File: src/rtl/rr_grant_if.sv
// Request/grant bundle between requester FSMs and the round-robin arbiter.
// master = requester side, slave = arbiter side.
interface rr_grant_if #(
   parameter int N    = 4,
   parameter int IDXW = 2
);
   logic [N-1:0]    req;
   logic            done;
   logic [N-1:0]    gnt;
   logic [IDXW-1:0] owner;
   logic            busy;
   logic [7:0]      grant_cnt;
   logic            timeout;

   modport master (
      output req, done,
      input  gnt, owner, busy, grant_cnt, timeout
   );

   modport slave (
      input  req, done,
      output gnt, owner, busy, grant_cnt, timeout
   );
endinterface

File: src/rtl/rr_grant_fsm.sv
// Moore round-robin arbiter: registered one-hot grant, rotating pointer, saturating grant count.
// Define RR_GRANT_TIMEOUT_EN to compile in the MAX_HOLD forced-release timeout.
module rr_grant_fsm #(
   parameter int N        = 4,
   parameter int IDXW     = 2,
   parameter int MAX_HOLD = 8
) (
   input  logic      clk,
   input  logic      reset,
   rr_grant_if.slave bus
);

   localparam logic [0:0] IDLE  = 1'b0;
   localparam logic [0:0] GRANT = 1'b1;

   if (N < 1 || N > 16 || MAX_HOLD < 1 || MAX_HOLD > 255) begin : g_param_check
      $error("rr_grant_fsm: N or MAX_HOLD out of range");
   end

   logic [0:0]      state;
   logic [N-1:0]    gnt_q;
   logic [IDXW-1:0] owner_q;
   logic [IDXW-1:0] ptr_q;
   logic [7:0]      cnt_q;
   logic            timeout_q;

   logic            found;
   logic [IDXW-1:0] win;
   logic            rel_norm;
   logic            force_rel;
   int              idx;

   function automatic logic [7:0] sat_inc8(input logic [7:0] v);
      return (v == 8'hFF) ? v : v + 8'd1;
   endfunction

   // Wrap by compare so non-power-of-two N never lands on an unused index.
   function automatic logic [IDXW-1:0] wrap_inc(input logic [IDXW-1:0] v);
      if (v == IDXW'(N - 1)) return '0;
      return v + 1'b1;
   endfunction

   always_comb begin
      found = 1'b0;
      win   = '0;
      idx   = 0;
      for (int k = 0; k < N; k++) begin
         idx = int'(ptr_q) + k;
         if (idx >= N) idx = idx - N;
         if (!found && bus.req[IDXW'(idx)]) begin
            found = 1'b1;
            win   = IDXW'(idx);
         end
      end
   end

   assign rel_norm = bus.done || !bus.req[owner_q];

`ifdef RR_GRANT_TIMEOUT_EN
   logic [7:0] hold_q;

   // Held at zero in IDLE so the count starts fresh on every grant.
   always_ff @(posedge clk) begin
      if (reset || state == IDLE) hold_q <= 8'd0;
      else                        hold_q <= hold_q + 8'd1;
   end

   assign force_rel = (state == GRANT) && (hold_q == 8'(MAX_HOLD - 1)) && !rel_norm;
`else
   assign force_rel = 1'b0;
`endif

   always_ff @(posedge clk) begin
      if (reset) begin
         state     <= IDLE;
         gnt_q     <= '0;
         owner_q   <= '0;
         ptr_q     <= '0;
         cnt_q     <= 8'd0;
         timeout_q <= 1'b0;
      end else begin
         timeout_q <= 1'b0;
         case (state)
            IDLE: begin
               if (found) begin
                  state   <= GRANT;
                  owner_q <= win;
                  gnt_q   <= N'(1) << win;
                  cnt_q   <= sat_inc8(cnt_q);
               end
            end
            GRANT: begin
               if (rel_norm || force_rel) begin
                  state     <= IDLE;
                  gnt_q     <= '0;
                  ptr_q     <= wrap_inc(owner_q);
                  timeout_q <= force_rel;
               end
            end
            default: state <= IDLE;
         endcase
      end
   end

   assign bus.gnt       = gnt_q;
   assign bus.owner     = owner_q;
   assign bus.busy      = (state == GRANT);
   assign bus.grant_cnt = cnt_q;
   assign bus.timeout   = timeout_q;

endmodule

File: src/flat_wrapper.sv
// flat-port wrapper written by rule: the top's interface ports become plain ports
module rr_grant_fsm_flat 
#(
   parameter int N        = 4,
   parameter int IDXW     = 2,
   parameter int MAX_HOLD = 8
)
  (clk, reset, bus_req, bus_done, bus_gnt, bus_owner, bus_busy, bus_grant_cnt, bus_timeout);
  rr_grant_if #(.N(N), .IDXW(IDXW)) bus_i ();
  input  logic clk;
  input  logic reset;
  input wire logic [$bits(bus_i.req)-1:0] bus_req;
  input wire logic [$bits(bus_i.done)-1:0] bus_done;
  output wire logic [$bits(bus_i.gnt)-1:0] bus_gnt;
  output wire logic [$bits(bus_i.owner)-1:0] bus_owner;
  output wire logic [$bits(bus_i.busy)-1:0] bus_busy;
  output wire logic [$bits(bus_i.grant_cnt)-1:0] bus_grant_cnt;
  output wire logic [$bits(bus_i.timeout)-1:0] bus_timeout;
  assign bus_i.req = bus_req;
  assign bus_i.done = bus_done;
  assign bus_gnt = bus_i.gnt;
  assign bus_owner = bus_i.owner;
  assign bus_busy = bus_i.busy;
  assign bus_grant_cnt = bus_i.grant_cnt;
  assign bus_timeout = bus_i.timeout;
  rr_grant_fsm #(.N(N), .IDXW(IDXW), .MAX_HOLD(MAX_HOLD)) u_core (.clk(clk), .reset(reset), .bus(bus_i));
endmodule
File: config.mk
export PLATFORM = sky130hd
export DESIGN_NAME = rr_grant_fsm_flat
export DESIGN_NICKNAME = d
export VERILOG_FILES = /design/src/rtl/rr_grant_if.sv /design/src/rtl/rr_grant_fsm.sv /design/src/flat_wrapper.sv
export SDC_FILE = /design/constraint.sdc
export NUM_CORES = 1
export LEC_CHECK = 0
export CAP_MARGIN = 25
export CELL_PAD_IN_SITES_DETAIL_PLACEMENT = 0
export CELL_PAD_IN_SITES_GLOBAL_PLACEMENT = 1
export CORE_MARGIN = 10
export CORE_UTILIZATION = 35
export DETAILED_ROUTE_END_ITERATION = 8
export PLACE_DENSITY = 0.79
export SLEW_MARGIN = 15
export SYNTH_ARGS = -nofsm -noshare
export SYNTH_HDL_FRONTEND = slang
export SYNTH_SLANG_ARGS = --single-unit
File: constraint.sdc
create_clock -name clk -period 1.7 [get_ports clk]
set_input_delay 0.17 -clock clk [delete_from_list [all_inputs] [get_ports clk]]
set_output_delay 0.17 -clock clk [all_outputs]
set_load 0.02 [all_outputs]
* Yosys cells after proc, flatten, opt, wreduce, memory -nomap -nowiden
Index checks and enable logic that the tools add are counted.
** Word-level totals
- Register bits after elaboration :: 17
- Input port bits :: 7
- Output and inout bits :: 16
** Cells by class
- Add/subtract/negate cells :: 9
- Order comparisons :: 9
- Eq/ne operators :: 4
- Shift-type cells :: 1
- Mux-type cells :: 38
- Bitwise logic cells :: 2
- Reduce and logical (&&, ||, !) cells :: 12
** Operator list (number)
- 2-bit two-way mux :: 10
- 1-bit two-way mux :: 19
- 2-bit by 4-bit < comparator with 1-bit output, second input constant :: 4
- 1-bit binary-select mux with 2-bit select :: 5
- 3-bit greater-or-equal comparator, second input constant :: 3
- 8-bit by 1-bit adder with 8-bit output, second input constant :: 1
- 8-bit equality test, second input constant :: 1
- 4-bit two-way mux :: 2
- 4-bit case mux with 2 select lines :: 1
- 2-bit by 1-bit subtractor with 2-bit output, second input constant :: 4
- 2-bit by 2-bit adder with 3-bit output, second input constant :: 2
- 2-bit AND reduction :: 3
- 1-bit zero test :: 4
- 1-bit by 2-bit left shift with 4-bit output, first input constant :: 1
- 2-bit by 1-bit adder with 3-bit output, second input constant :: 1
- 2-bit by 3-bit greater-or-equal comparator with 1-bit output, second input constant :: 1
- 1-bit logical AND :: 3
- 2-bit by 3-bit < comparator with 1-bit output, second input constant :: 1
- 3-bit AND reduction :: 1
- 2-bit by 1-bit adder with 2-bit output, second input constant :: 1
- 2-bit equality test, second input constant :: 1
- 2-bit by 1-bit != test with 1-bit output, second input constant :: 1
- 2-bit != test, second input constant :: 1
- 1-bit inverter :: 2
- other kinds (2) :: 2

* Longest topological paths before layout
Gate-level depths: netlist of the first run.
- Depth after elaboration :: 18
- Mapped depth :: 5
- Gate-level depth less buffers :: 5

* Worst setup path before layout of the first run
OpenSTA, ideal clock, no wires.
- Kind :: register to register
- Start point :: register u_core.cnt_q[0] (netlist: u_core.bus.grant_cnt[0])
- End point :: register u_core.cnt_q[3] (netlist: u_core.bus.grant_cnt[3])
- Library setup time :: 0.121 ns
- Arrival time :: 1.432 ns
- Data required time :: 1.579 ns
- Setup slack :: 0.146 ns
- Stages on the path, launching flop included :: 6
- Path through :: dfxtp_1 ha_1 and3_1 and2_1 nor3_2 mux2_4
** On the way
- Longest elaborated chain between the ends :: 3
** RTL lines
- from (decl) :: line rr_grant_fsm.sv:24 : logic [7:0] cnt_q;
- from (signal assigned) :: line rr_grant_fsm.sv:89 : cnt_q <= sat_inc8(cnt_q);
- parallel branches: the longest is 3 deep, another holds 8-bit by 1-bit adder with 8-bit output
Several ways; the timed one is not identified.
A chain may end at the register's enable or synchronous reset.

* Worst setup path after layout of the first run
- Start point :: register u_core.cnt_q[7] (netlist: u_core.bus.grant_cnt[7])
- End point :: output bus_grant_cnt[7]
** RTL lines
- to (decl) :: line flat_wrapper.sv:17 : output wire logic [$bits(bus_i.grant_cnt)-1:0] bus_grant_cnt;
No word-level cell between the ends.

==> results.toml, run 1 <==
[setup_path]
critical-path-top-delay-family = "buffers and inverters"
crit_slowest_cell = "clkdlybuf4s50_1"
worst-setup-path-type = "register to output pin"
slowest_delay_ns = 0.67
start_kind = "register"
worst-path-max-fanout = 7
path_buf_inv = 1
end_kind = "output pin"
arrival_ns = 1.45
crit_chain = "clkdlybuf4s50_1"
worstPathRequired_ns = 1.53

[route]
via_count = 885
routed_via_density = 5.27
drt_iter0_drc = 51
wl_per_cell_um = 14.6
drt-total-wl_um = 2460
drc = 0
drtAntennaViolNets = 0
dr.pass1.iters = 4

[global_routing]
grt_pass1_wl_um = 4240
first_global_vias = 906
antenna_found_initial = 0
overflow = 0
grt_usage = 0.0979
grt_max_degree = 13

[logic_synthesis]
synthesis.area_um2 = 926
synth_seq_area_share = 0.368
synth_nets = 113
synth_edf_count = 0
ys.flop_type = "dfxtp_1"
syn-instance-count = 104
synth_cell_types = 39
synth_top_area_share = 0.368
yosys_warnings = 0
syn_avg_cell_area_um2 = 8.90
synth_top_area_cell = "dfxtp_1"
synth_commonest_cells = "dfxtp_1 (17), nor2_1 (10), a21oi_1 (9)"
synth.area.top_cells = "dfxtp_1 (37%), a21oi_1 (4.9%), nor2_1 (4.1%)"
yosysMostFrequentCell = "dfxtp_1"
synth-seq-cells = 17
async_flop_share = 0

[floorplan]
die_x_um = 71.4
dieArea_mm2 = 0.00510
ioPinCount = 23
core_mm2 = 0.00250
die_y_um = 71.4
rows = 18
start_util = 0.370

[clocking]
clk_latency_ns = 0.30
clock-sinks = 17
cts_buffers = 3
clock_path_buffers = 2
cts_tree = "done"
clock-root-buffer = "clkbuf_4"
htree_levels = 1
path_clk_slew_ns = 0.11
postCtsSetupBuffers = 0

[final_layout]
seq_area_um2 = 342
antenna_cells = 0
nets = 148
num-fill-cells = 255
drive_gt1_frac = 0.196
multi_input_area_um2 = 543
fin_util = 0.512
synthToLayoutAreaGrowth_pct = 38.1

[power_and_ir_drop]
power-per-cell-area_mw_per_mm2 = 716
ir_worst_vdd_mv = 0.501
clkPwrFrac = 0.249
p_sw_w = 0.000287
report.power.total_w = 0.000915
combPwrFrac = 0.254
p_leak_nw = 0.493
power_frac_seq = 0.497
p_sw_frac = 0.314
p_int_w = 0.000628

[sta]
finalWorstSetupSlack_ns = 0.0774
hold_viol_final = 0
fmax_mhz = 616
grt_setup_unrepaired = "false"
timing.final.crit_share = 0.954
fin_setup_tns_ns = 0
holdWs_ns = 0.476
fin_skew_ns = 0.00197
maxSlewViolCount = 0
setup_violations = 0
layout_min_cycle_time_ns = 1.62

[placed_design]
gp_congestion = 0.791
pre_cts_ws_ns = -0.0676
io_buffers = 21
hpwl_um = 1920

[outcome]
outcome = "complete, no violations"

[worst_hold_path]
hp-class = "register to register"

[job]
drv_cap = 0
-- power by group through the flow --
| stage | logic, W | registers, W | clock network (W) |
|---|---|---|---|
| global placement | 0.000230 | 0.000462 | 0 |
| CTS | 0.000234 | 0.000454 | 0.000237 |
| floorplan | 0.000105 | 0.000483 | 0 |
| global route | 0.000256 | 0.000460 | 0.000255 |
| finish | 0.000232 | 0.000455 | 0.000228 |
| detailed placement | 0.000234 | 0.000464 | 0 |
-- repair_timing --
item / CTS / global route
resized for setup: 0 / 2
hold buffers: 0 / 0
endpoints found under the setup margin: 0 / 2
-- per-stage QoR --
stage	cells	cell area, um^2
finish	168	1280
CTS	168	1270
global placement	164	1250
detailed placement	164	1250
floorplan	104	926
global route	168	1280
-- cells in the final DEF, fill, tap and decap left out, types with 3 or more instances in the layout --
master	instances
inv_1	3
nand2_1	6
dfxtp_1	16
clkbuf_4	3
mux2i_1	3
nand4b_1	4
nor2b_1	5
o31ai_1	4
nor2_1	10
nand3_1	4
buf_4	14
clkdlybuf4s50_1	20
a21oi_1	9
-- state kept, by name, indices dropped and copies added, names as in the netlist --
signal,flops
u_core.bus.gnt,4
u_core.bus.grant_cnt,8
u_core.ptr_q,2
u_core.bus.owner,2
u_core.bus.busy,1
-- worst paths after layout --
| kind | start | endpoint | slack [ns] | depth (start not counted) |
|---|---|---|---|---|
| max | u_core.bus.grant_cnt[7] | bus_grant_cnt[7] | 0.08 | 1 |
| min | u_core.ptr_q[0] | u_core.ptr_q[0] | 0.48 | 2 |
| max reg2reg | u_core.bus.grant_cnt[0] | u_core.bus.grant_cnt[3] | 0.13 | 5 |
| min reg2reg | u_core.ptr_q[0] | u_core.ptr_q[0] | 0.48 | 2 |
-- cells by family after synthesis --
logic type      after synthesis  synth area share
mux                           4            0.0486
simple gates                 45             0.288
xor+xnor                      2            0.0189
fa+ha+maj                     2            0.0270
compound gates               25             0.200
buf+inv                       8            0.0459
flops                        17             0.368
other cells                   1           0.00405
-- routing by layer --
| metal | vias to the layer above | share of wire | GRT usage |
|---|---|---|---|
| li1 | 452 | - | - |
| met1 | 409 | 0.45 | 0.103 |
| met2 | 21 | 0.46 | 0.172 |
| met3 | 3 | 0.078 | 0.0496 |
| met4 | 0 | 0.0033 | 0.0194 |
| met5 | - | 0 | 0 |
-- area by class of cell --
| type | instances | area share |
|---|---|---|
| tap | 30 | 0.0294 |
| inverter | 3 | 0.00881 |
| multi-input combinational | 79 | 0.425 |
| clock inverter | 1 | 0.00391 |
| sequential | 17 | 0.267 |
| clock buffer | 3 | 0.0176 |
| timing repair buffer | 35 | 0.249 |
No activity file was read; power rests on OpenSTA's default activity.
==> run 2, diff against run 1 <==
--- a/config.mk
+++ b/config.mk
@@ -8,7 +8,6 @@
 export CAP_MARGIN = 25
 export CELL_PAD_IN_SITES_DETAIL_PLACEMENT = 0
 export CELL_PAD_IN_SITES_GLOBAL_PLACEMENT = 1
-export CORE_MARGIN = 10
 export CORE_UTILIZATION = 35
 export DETAILED_ROUTE_END_ITERATION = 8
 export PLACE_DENSITY = 0.79
==> results.toml, run 2 (synthesized netlist as in run 1, its figures left out) <==
[sta]
setup_violations = 0
timing.final.crit_share = 0.975
finalWorstSetupSlack_ns = 0.0420
fin_skew_ns = 0.00320
grt_setup_unrepaired = "false"
fmax_mhz = 603
hold_viol_final = 0
layout_min_cycle_time_ns = 1.66
maxSlewViolCount = 0

[route]
drtAntennaViolNets = 0
routed_via_density = 5.45
dr.pass1.iters = 4
drt_iter0_drc = 15
drt-total-wl_um = 2200
wl_per_cell_um = 13.1
via_count = 910
drc = 0

[global_routing]
first_global_vias = 807
overflow = 0
grt_usage = 0.171
use_met2 = 0.275
gr-usage-met1 = 0.208
grt_max_degree = 10
met3_usage = 0.0546
grt_pass1_wl_um = 3460
antenna_found_initial = 0
busiest_layer = "met2"

[clocking]
htree_levels = 1
post_cts_resize_count = 0
path_clk_slew_ns = 0.10
clk_latency_ns = 0.30
clock-sinks = 17
cts_buffers = 3
postCtsSetupBuffers = 0
cts_hold_repair.buffers = 0
clock_path_buffers = 2
cts_tree = "done"
clock-root-buffer = "clkbuf_4"

[power_and_ir_drop]
p_leak_nw = 0.469
power-per-cell-area_mw_per_mm2 = 716
p_sw_frac = 0.304
p_int_w = 0.000632
p_sw_w = 0.000275
power_frac_seq = 0.500
combPwrFrac = 0.256
ir_worst_vdd_mv = 0.453
clkPwrFrac = 0.245

[placed_design]
io_buffers = 21
pre_cts_ws_ns = -0.0978
dp.cells = 163
hpwl_um = 1670
gp_congestion = 0.791
placed_cell_area_mm2 = 0.00124

[setup_path]
arrival_ns = 1.49
worstPathRequired_ns = 1.53
worst-setup-path-type = "register to output pin"
crit_cells = 1
crit_chain = "clkdlybuf4s50_1"
slowest_delay_ns = 0.67
reg2reg_depth = 5
crit_slowest_cell = "clkdlybuf4s50_1"
worst-path-max-fanout = 8
rr_startpoint = "u_core.bus.grant_cnt[0]"
end_kind = "output pin"
critical-path-top-delay-family = "buffers and inverters"
path_buf_inv = 1
startpoint = "u_core.bus.busy"
start_kind = "register"

[final_layout]
seq_area_um2 = 340
fin_util = 0.511
fin_cells = 167
most-common-layout-cells = "clkdlybuf4s50_1 (21), dfxtp_1 (17), buf_4 (13)"
fin_area_mm2 = 0.00127
num-fill-cells = 260
antenna_cells = 0
nets = 147
drive_gt1_frac = 0.175
largest_register_ffs = 8
synthToLayoutAreaGrowth_pct = 36.8
multi_input_area_um2 = 543
layout_commonest_cell = "clkdlybuf4s50_1"

[floorplan]
rows = 18
core_mm2 = 0.00248
ioPinCount = 23
die_x_um = 53.4
die_y_um = 53.4
dieArea_mm2 = 0.00286
start_util = 0.374

[job]
drv_cap = 0

[outcome]
outcome = "complete, no violations"

[worst_hold_path]
hold_depth = 2
hp-start = "u_core.ptr_q[0]"
hp-class = "register to register"
[run 2: cell types whose count changed in the layout (fill, tap and decap cells not counted), sizes merged]
cell | before | now
dlymetal6s2s | 1 | 0
clkbuf | 3 | 4
buf | 14 | 13
clkdlybuf4s50 | 20 | 21
clkinv | 1 | 0
[run 2: path summary, 6_finish.rpt]
| path | endpoint | slack [ns] |
|---|---|---|
| worst max-delay path | bus_busy | 0.04 |
| worst min-delay path | u_core.ptr_q[0] | 0.49 |
| worst max register to register | u_core.bus.grant_cnt[3] | 0.15 |
| worst min register to register | u_core.ptr_q[0] | 0.49 |
[run 2: layout make-up]
cell class	instances	area share
clock buffers	4	0.0208
multi-input cells	79	0.429
repair buffers	34	0.243
inverters	3	0.00889
flip-flops and latches	17	0.269
well taps	30	0.0296
[run 2: power groups by stage]
stage	Sequential, W	Combinational, W	Clock, W
floorplan	0.000483	0.000105	0
global placement	0.000463	0.000230	0
detailed placement	0.000463	0.000232	0
CTS	0.000454	0.000233	0.000233
global route	0.000457	0.000253	0.000254
finish	0.000453	0.000232	0.000222
[run 2: metrics by stage]
stage          hold WS, ns  power, W  setup TNS, ns
4_1_cts              0.492  0.000920              0
2_1_floorplan        0.401  0.000588              0
3_3_place_gp         0.468  0.000692         -0.377
6_report             0.492  0.000907              0
3_5_place_dp         0.478  0.000695         -0.629
5_1_grt              0.531  0.000964              0
[run 2: routing by layer]
metal,up-vias,wire (um)
met4,0,32
met2,23,1020
met5,-,0
li1,450,-
met1,432,1030
met3,5,109
